### src/rtl/fifo_rd_stream_pkg.sv
// Shared definitions for the FIFO read-side streaming adapter.
// Holds the controller state encoding and the default widths.
package fifo_rd_stream_pkg;

  typedef enum logic [1:0] {
    ST_IDLE = 2'd0,
    ST_RUN  = 2'd1,
    ST_STOP = 2'd2
  } state_e;

  localparam int DWIDTH_DEF = 32;
  localparam int CWIDTH_DEF = 32;

endpackage

### src/rtl/fifo_rd_stream_buf2.sv
// Two-entry skid buffer: absorbs words arriving from the FIFO read port
// while the downstream sink stalls, and presents the oldest word.
module stream_buf2
  import fifo_rd_stream_pkg::*;
#(
  parameter int DWIDTH = DWIDTH_DEF
) (
  input  logic              clk,
  input  logic              rst_n,
  input  logic              in_valid,
  input  logic [DWIDTH-1:0] in_data,
  output logic              out_valid,
  input  logic              out_ready,
  output logic [DWIDTH-1:0] out_data,
  output logic [1:0]        occ
);

  logic [DWIDTH-1:0] data_p0;
  logic [DWIDTH-1:0] data_p1;
  logic              drain;

  assign out_valid = (occ != 2'd0);
  assign out_data  = data_p0;
  assign drain     = out_valid & out_ready;

  // data_p0 is always the head; data_p1 only holds a word when occ is 2.
  always_ff @(posedge clk or negedge rst_n) begin
    if (!rst_n) begin
      occ     <= 2'd0;
      data_p0 <= '0;
      data_p1 <= '0;
    end else begin
      case (occ)
        2'd0: begin
          if (in_valid) begin
            data_p0 <= in_data;
            occ     <= 2'd1;
          end
        end
        2'd1: begin
          if (in_valid && drain) begin
            data_p0 <= in_data;
          end else if (in_valid) begin
            data_p1 <= in_data;
            occ     <= 2'd2;
          end else if (drain) begin
            occ <= 2'd0;
          end
        end
        default: begin
          // The controller never pops into a full buffer unless it also drains.
          if (drain) begin
            data_p0 <= data_p1;
            if (in_valid) data_p1 <= in_data;
            else          occ     <= 2'd1;
          end
        end
      endcase
    end
  end

endmodule

### src/rtl/fifo_rd_stream.sv
// Pops an unregistered-output BRAM FIFO (1-cycle read latency) and presents
// the words as a valid/ready stream at full rate, with a saturating pop counter.
module fifo_rd_stream
  import fifo_rd_stream_pkg::*;
#(
  parameter int DWIDTH = DWIDTH_DEF,
  parameter int CWIDTH = CWIDTH_DEF
) (
  input  logic              clk,
  input  logic              rst_n,
  input  logic              enable,
  input  logic              fifo_empty,
  input  logic [DWIDTH-1:0] fifo_dout,
  output logic              fifo_rd_en,
  output logic              m_valid,
  input  logic              m_ready,
  output logic [DWIDTH-1:0] m_data,
  output logic              busy,
  output logic [CWIDTH-1:0] pop_count
);

  function automatic logic [CWIDTH-1:0] sat_inc(input logic [CWIDTH-1:0] v);
    return (&v) ? v : v + {{(CWIDTH-1){1'b0}}, 1'b1};
  endfunction

  state_e     state;
  logic       inflight_p1;
  logic [1:0] occ;
  logic       drain;
  logic [2:0] load_level;

  assign drain      = m_valid & m_ready;
  assign load_level = {1'b0, occ} + {2'b00, inflight_p1};

  // Pop only while the buffer can still take the word returning next cycle.
  assign fifo_rd_en = (state == ST_RUN) && enable && !fifo_empty &&
                      (load_level <= ({2'b00, drain} + 3'd1));
  assign busy       = (state != ST_IDLE);

  always_ff @(posedge clk or negedge rst_n) begin
    if (!rst_n) begin
      state       <= ST_IDLE;
      inflight_p1 <= 1'b0;
      pop_count   <= '0;
    end else begin
      inflight_p1 <= fifo_rd_en;
      if (fifo_rd_en) pop_count <= sat_inc(pop_count);
      case (state)
        ST_IDLE: if (enable) state <= ST_RUN;
        ST_RUN:  if (!enable) state <= ST_STOP;
        ST_STOP: begin
          if (enable)                            state <= ST_RUN;
          else if (occ == 2'd0 && !inflight_p1)  state <= ST_IDLE;
        end
        default: state <= ST_IDLE;
      endcase
    end
  end

  // Capture stage: fifo_dout is valid exactly one cycle after the pop.
  stream_buf2 #(.DWIDTH(DWIDTH)) u_buf (
    .clk       (clk),
    .rst_n     (rst_n),
    .in_valid  (inflight_p1),
    .in_data   (fifo_dout),
    .out_valid (m_valid),
    .out_ready (m_ready),
    .out_data  (m_data),
    .occ       (occ)
  );

endmodule

### config.mk
export PLATFORM = sky130hd
export DESIGN_NAME = fifo_rd_stream
export DESIGN_NICKNAME = d
export VERILOG_FILES = /design/src/rtl/fifo_rd_stream_pkg.sv /design/src/rtl/fifo_rd_stream_buf2.sv /design/src/rtl/fifo_rd_stream.sv
export SDC_FILE = /design/constraint.sdc
export NUM_CORES = 1
export LEC_CHECK = 0
export ABC_AREA = 1
export BUFFER_PORTS_ARGS = -buffer_cell sky130_fd_sc_hd__buf_2
export CAP_MARGIN = 10
export CELL_PAD_IN_SITES_DETAIL_PLACEMENT = 0
export CELL_PAD_IN_SITES_GLOBAL_PLACEMENT = 1
export CORE_ASPECT_RATIO = 0.75
export CORE_MARGIN = 1
export CORE_UTILIZATION = 35
export CTS_BUF_LIST = sky130_fd_sc_hd__clkbuf_8 sky130_fd_sc_hd__clkbuf_16
export DETAILED_ROUTE_END_ITERATION = 12
export GPL_TIMING_DRIVEN = 0
export HOLD_SLACK_MARGIN = 0.05
export PLACE_DENSITY = 0.69
export REMOVE_ABC_BUFFERS = 1
export SYNTH_ARGS = -nofsm -noshare
export SYNTH_HDL_FRONTEND = slang
export SYNTH_SLANG_ARGS = --single-unit
### constraint.sdc
create_clock -name clk -period 3.9 [get_ports clk]
set_clock_uncertainty 0.1 [all_clocks]
set_input_delay 0.78 -clock clk [delete_from_list [all_inputs] [get_ports clk]]
set_output_delay 0.78 -clock clk [all_outputs]
set_load 0.02 [all_outputs]
==> results of run 1 <==
-- layout make-up --
| type | instances | area (sq um) |
|---|---|---|
| clock inverter | 7 | 42.5 |
| fill | 1469 | 8320 |
| tap | 200 | 250 |
| clock buffer | 9 | 225 |
| sequential | 101 | 2530 |
| inverter | 39 | 154 |
| multi-input combinational | 474 | 2360 |
| timing repair buffer | 105 | 573 |
-- through the flow --
step	total power, mW	util	worst slack (ns)	setup TNS [ns]
detailed placement	2.56	0.406	0.399	0
global route	3.57	0.425	0.185	0
CTS	3.41	0.424	0.00875	0
finish	3.35	0.425	0.324	0
floorplan	2.19	-	0.763	0
global placement	2.51	0.402	-0.213	-3.76
-- worst max-delay path: stages (launching register included) --
cell      delay (ns)
dfrtp_4         0.73
inv_4           0.30
fa_1            0.60
inv_1           0.05
nand3b_1        0.08
nand2_1         0.05
nand2_1         0.06
nand2_1         0.06
inv_1           0.17
buf_2           0.21
-- kinds of logic after synthesis --
group / count (synthesis)
flops: 101
mux: 32
fa+ha+maj: 5
simple gates: 381
xor+xnor: 15
buf+inv: 60
compound gates: 41
-- path summary, 6_finish.rpt --
kind	cells after the start	to	slack, ns
worst max-delay path	9	fifo_rd_en	0.32
worst min-delay path	1	pop_count[30]$_DFFE_PN0P_	0.30
worst max register to register	12	pop_count[12]$_DFFE_PN0P_	0.94
worst min register to register	1	state[0]$_DFFE_PN0P_	0.37
max in group asynchronous	2	u_buf.occ[1]$_DFFE_PN0P_	2.69
min in group clk	1	state[0]$_DFFE_PN0P_	0.37
-- power groups by stage --
| stage | Sequential, mW | Combinational, mW | Clock, mW |
|---|---|---|---|
| floorplan | 1.80 | 0.397 | 0 |
| global placement | 1.57 | 0.935 | 0 |
| detailed placement | 1.58 | 0.971 | 0 |
| CTS | 1.57 | 0.970 | 0.874 |
| global route | 1.62 | 1.04 | 0.912 |
| finish | 1.57 | 0.952 | 0.833 |
-- routing by layer --
metal / routed length [microns] / up-vias / global-route usage
met5: 0 / - / 0
li1: - / 2194 / -
met3: 624 / 5 / 0.0414
met4: 88 / 0 / 0.0522
met1: 6520 / 2093 / 0.255
met2: 5650 / 75 / 0.271
-- placed cells by master, fill, tap and decap left out --
cell type	count
a21oi_1	2
a22oi_4	1
a31oi_1	33
buf_16	2
buf_2	102
buf_4	1
clkbuf_16	9
clkinv_2	2
clkinv_4	1
clkinvlp_4	1
dfrtp_1	100
dfrtp_4	1
fa_1	1
ha_1	4
inv_1	37
inv_2	2
inv_4	1
inv_6	2
mux2_1	7
mux2_2	25
nand2_1	260
nand2_2	2
nand2_4	2
nand2_8	1
nand3_1	19
nand3b_1	2
nor2_1	90
nor2_2	2
nor2_4	2
nor2_8	1
o21ai_0	2
o21ai_1	2
o22ai_1	1
xnor2_1	5
xor2_1	10
-- registers in the layout, summed over array words and instances (netlist names) --
signal          flops
inflight_p1         1
u_buf.data_p1      32
u_buf.out_data     32
u_buf.occ           2
state               2
pop_count          32
-- timing repair --
action                                 CTS  global route
resized for setup                        0             1
endpoints found under the hold margin    0             0
setup endpoints to repair                0             1
-- Yosys cell counts (2+ instances only) --
cell type and count:
nor2_2 2, nand3b_1 2, ha_1 4, nand2_1 261, a31oi_1 33, buf_2 9
dfrtp_1 101, buf_6 5, nor2_4 2, mux2_2 25, nand3_1 19, a21oi_1 2
o21ai_1 2, xnor2_1 5, mux2_1 7, nor2_1 90, clkbuf_1 6, o21ai_0 2
inv_2 2, xor2_1 10, nand2_4 2, inv_1 35
==> results.sh, run 1 <==
export IMPL_synth_compound_area_frac=0.0511
export IMPL_ys_warn_count=0
export IMPL_post_dp_hpwl_mm=9.04
export IMPL_switching_share=0.344
export IMPL_crit_start="u_buf.occ[1]$_DFFE_PN0P_"
export IMPL_clock_latency_ns=0.34
export IMPL_max_slew_margin=0.369
export IMPL_portBuffers=103
export IMPL_final_min_clock_period_ns=3.58
export IMPL_synth_edff_count=0
export IMPL_p_int_mw=2.20
export IMPL_fin_cells=935
export IMPL_rsz0062_at_grt="no"
export IMPL_first_iter_violations=201
export IMPL_path_class="reg -> out"
export IMPL_fin_area_sq_um=6140
export IMPL_cts_clk_slew_worst_paths_ns=0.07
export IMPL_yosysTopAreaCell="dfrtp_1"
export IMPL_ys_async_sr_fraction=1.00
export IMPL_numPlacedInstances=919
export IMPL_drive_above_1_share=0.218
export IMPL_worstSetupEndpointType="output port"
export IMPL_grt_pass1_wl_mm=21.1
export IMPL_slew_violations=0
export IMPL_worst_pin_slew_ns=0.946
export IMPL_synthMuxAreaShare=0.0697
export IMPL_grt_max_degree=65
export IMPL_wire_per_inst_microns=13.8
export IMPL_cp_data_arrival_time_ns=2.70
export IMPL_synth_seq_cells=101
export IMPL_n_antenna_cell=0
export IMPL_drc_errors=0
export IMPL_synth_fa_ha_area_frac=0.0136
export IMPL_drt_vias_per_instance=4.67
export IMPL_cts_htree_levels=3
export IMPL_cts_hold_buf=0
export IMPL_postCtsSetupRepairBufs=0
export IMPL_netlist_instances=635
export IMPL_placed_area_sq_um=5870
export IMPL_synthXorXnorAreaFrac=0.0254
export IMPL_worstReg2RegStart="u_buf.occ[1]$_DFFE_PN0P_"
export IMPL_synth_main_ff_cell="dfrtp_1"
export IMPL_grt_overflow=0
export IMPL_cts_sinks=101
export IMPL_start_util=0.358
export IMPL_hold_viol=0
export IMPL_nets=772
export IMPL_status="complete, no violations"
export IMPL_fin_crit_sh=0.917
export IMPL_gr_usage_all_layers=0.179
export IMPL_die_h_microns=107
export IMPL_p_per_area_nw_per_um2=546
export IMPL_row_count=38
export IMPL_ir_worst_vdd_mv=0.243
export IMPL_area_growth_pct=18.7
export IMPL_synth_top_area_share=0.489
export IMPL_die_area_sq_um=15300
export IMPL_finalWirelength_mm=12.9
export IMPL_whs_ns=0.300
export IMPL_hold_path_class="in -> async"
export IMPL_cts_tree="built"
export IMPL_core_area_sq_um=14500
export IMPL_setup_viol=0
export IMPL_crit_path_start_kind="flop"
export IMPL_die_w_microns=142
export IMPL_ios=104
export IMPL_ys_seq_area_frac=0.489
export IMPL_drv_cap=0
export IMPL_synth_cell_type_count=31
export IMPL_place_congestion=0.796
export IMPL_drtAntennaViolNets=0
export IMPL_clock_path_buffers=2
export IMPL_postSynthAreaPerCell_sq_um=8.14
export IMPL_p_seq_frac=0.467
export IMPL_grt_pass1_vias=4177
export IMPL_yosys_top_cells_area="dfrtp_1, nand2_1, nor2_1, mux2_2, a31oi_1"
export IMPL_p_sw_mw=1.15
export IMPL_grt_antenna_before_repair=0
export IMPL_p_comb_frac=0.284
export IMPL_yosys_area_share_simple=0.296
export IMPL_worstPathRequired_ns=3.02
export IMPL_netlist_area_sq_um=5170
export IMPL_drtPass1Iterations=6
export IMPL_clkPwrFrac=0.249
export IMPL_numCtsBuffers=9
export IMPL_cp_max_fo=37
export IMPL_power_leakage_nw=3.04
export IMPL_vias=4367
export IMPL_synth_top_family_by_area="simple AND/OR/NAND/NOR gates"
export IMPL_max_freq_mhz=280
export IMPL_root_buffer="clkbuf_16"
Power figures use the tool's default switching activity.
==> run 2, diff against run 1 <==
- CTS_CLUSTER_SIZE: not set -> 25
- PLACE_DENSITY: 0.69 -> 0.71
- clock period: 3.9 -> 3.1 ns (I/O delays scaled with it)
==> results.sh, run 2 (synthesis gave the netlist of run 1 again) <==
export IMPL_status="complete, no violations"
export IMPL_max_freq_mhz=340
export IMPL_final_cell_mix="nand2_1, buf_2, dfrtp_1"
export IMPL_fill_cells=1495
export IMPL_hold_path_class="in -> async"
export IMPL_root_buffer="clkbuf_16"
export IMPL_clock_path_buffers=2
export IMPL_cts_clk_slew_worst_paths_ns=0.07
export IMPL_core_area_sq_um=14500
export IMPL_place_congestion=0.850
export IMPL_crit_start="u_buf.occ[1]$_DFFE_PN0P_"
export IMPL_drt_vias_per_instance=4.66
export IMPL_clock_latency_ns=0.36
export IMPL_finalWirelength_mm=13.4
export IMPL_numCtsBuffers=9
export IMPL_ios=104
export IMPL_wire_per_inst_microns=14.1
export IMPL_grt_overflow=0
export IMPL_gr_usage_all_layers=0.184
export IMPL_grt_antenna_before_repair=0
export IMPL_die_w_microns=142
export IMPL_layout_commonest_cell="nand2_1"
export IMPL_crit_top_cell="nand2_1"
export IMPL_final_min_clock_period_ns=2.94
export IMPL_post_dp_hpwl_mm=9.08
export IMPL_dp_slack_ns=-0.132
export IMPL_worst_pin_slew_ns=0.886
export IMPL_r2r_slack_ns=0.58
export IMPL_vias=4418
export IMPL_fin_area_sq_um=6380
export IMPL_cts_tree="built"
export IMPL_die_h_microns=107
export IMPL_crit_path_start_kind="flop"
export IMPL_area_growth_pct=23.4
export IMPL_drc_errors=0
export IMPL_power_leakage_nw=3.14
export IMPL_setup_viol=0
export IMPL_slowest_delay_ns=0.54
export IMPL_max_slew_margin=0.407
export IMPL_drive_above_1_share=0.236
export IMPL_cts_sinks=101
export IMPL_slew_violations=0
export IMPL_path_class="reg -> out"
export IMPL_fin_crit_sh=0.948
export IMPL_n_antenna_cell=0
export IMPL_r2r_end="pop_count[7]$_DFFE_PN0P_"
export IMPL_worstPathRequired_ns=2.38
export IMPL_drv_cap=0
export IMPL_portBuffers=103
export IMPL_worst_slack_ns=0.162
export IMPL_die_area_sq_um=15300
export IMPL_nets=786
export IMPL_crit_chain="buf_16, clkinv_16, fa_1, inv_1, nand3b_1, nand2_1, nand2_1, nand2_1, inv_2, buf_6"
export IMPL_first_iter_violations=305
export IMPL_start_util=0.358
export IMPL_slowest_stage="fa_1"
export IMPL_cp_max_fo=8
export IMPL_row_count=38
export IMPL_drtAntennaViolNets=0
export IMPL_drtPass1Iterations=4
export IMPL_worstSetupEndpointType="output port"
export IMPL_rsz0062_at_grt="no"
export IMPL_grt_util_met3=0.0347
export IMPL_top_usage_layer="met2"
export IMPL_ir_worst_vdd_mv=0.353
export IMPL_cts_htree_levels=3
export IMPL_worstReg2RegStart="u_buf.occ[1]$_DFFE_PN0P_"
export IMPL_power_mw=4.42
export IMPL_cp_data_arrival_time_ns=2.22
export IMPL_placed_area_sq_um=5910
export IMPL_reg2reg_depth=13
export IMPL_grt_use_met2=0.280
export IMPL_hold_viol=0
export IMPL_grt_pass1_vias=4159
export IMPL_grt_max_degree=63
export IMPL_p_per_area_nw_per_um2=692
export IMPL_grt_pass1_wl_mm=21.5
export IMPL_grt_util_met1=0.264
[run 2: cell types whose count changed in the layout (fill, tap and decap cells not counted), sizes merged]
cell,delta
bufbuf,+1
buf,+12
bufinv,+1
clkinvlp,+1
clkbuf,+1
clkinv,-2
[run 2: metrics by stage]
step | setup TNS, ns | hold slack, ns | util | std cells
2_1_floorplan | 0 | 0.224 | - | 614
3_3_place_gp | -70.60 | 0.350 | 0.402 | 917
4_1_cts | 0 | 0.168 | 0.435 | 940
6_report | 0 | 0.146 | 0.441 | 949
3_5_place_dp | -0.142 | 0.369 | 0.409 | 921
5_1_grt | 0 | 0.191 | 0.441 | 949
[run 2: worst max path at each step]
stage | end | slack, ns
after global placement | u_buf.data_p1[3]$_DFFE_PN0P_ | -0.93
after global routing | fifo_rd_en | 0.04
after floorplan | fifo_rd_en | 0.12
after CTS | fifo_rd_en | 0.004
final | fifo_rd_en | 0.16
after detailed placement | fifo_rd_en | -0.13
[run 2: final cells by class]
| cell class | instances | area, sq um | share of cell area |
|---|---|---|---|
| clock buffer | 10 | 239 | 0.0375 |
| timing repair buffer | 118 | 734 | 0.115 |
| tap | 200 | 250 | 0.0392 |
| sequential | 101 | 2530 | 0.397 |
| inverter | 39 | 178 | 0.0278 |
| clock inverter | 6 | 76.3 | 0.0120 |
| timing repair inverter | 1 | 11.3 | 0.00177 |
| multi-input combinational | 474 | 2360 | 0.370 |
[run 2: repair_timing]
| item | in CTS | in global routing |
|---|---|---|
| gates cloned | 1 | 1 |
| hold buffers | 0 | 0 |
| setup endpoints to repair | 29 | 1 |
| resized for setup | 6 | 4 |
| pin swaps | 0 | 1 |
| setup buffers | 2 | 8 |
[run 2: report_power, final]
group	internal, mW	total (mW)	switching, mW
Combinational	0.507	1.23	0.721
Sequential	1.74	1.97	0.235
Clock	0.663	1.22	0.554
[run 2: critical path, delay by kind of cell, from the launching register on]
kind | cells | cell delay (ns)
buf+inv | 5 | 0.55
fa+ha+maj | 1 | 0.54
simple gates | 4 | 0.26
flops | 1 | 0.50
[run 2: layer usage]
layer | vias up | wire length (microns)
met3 | 10 | 504
met4 | 0 | 144
li1 | 2223 | -
met5 | - | 0
met1 | 2122 | 6820
met2 | 63 | 5880
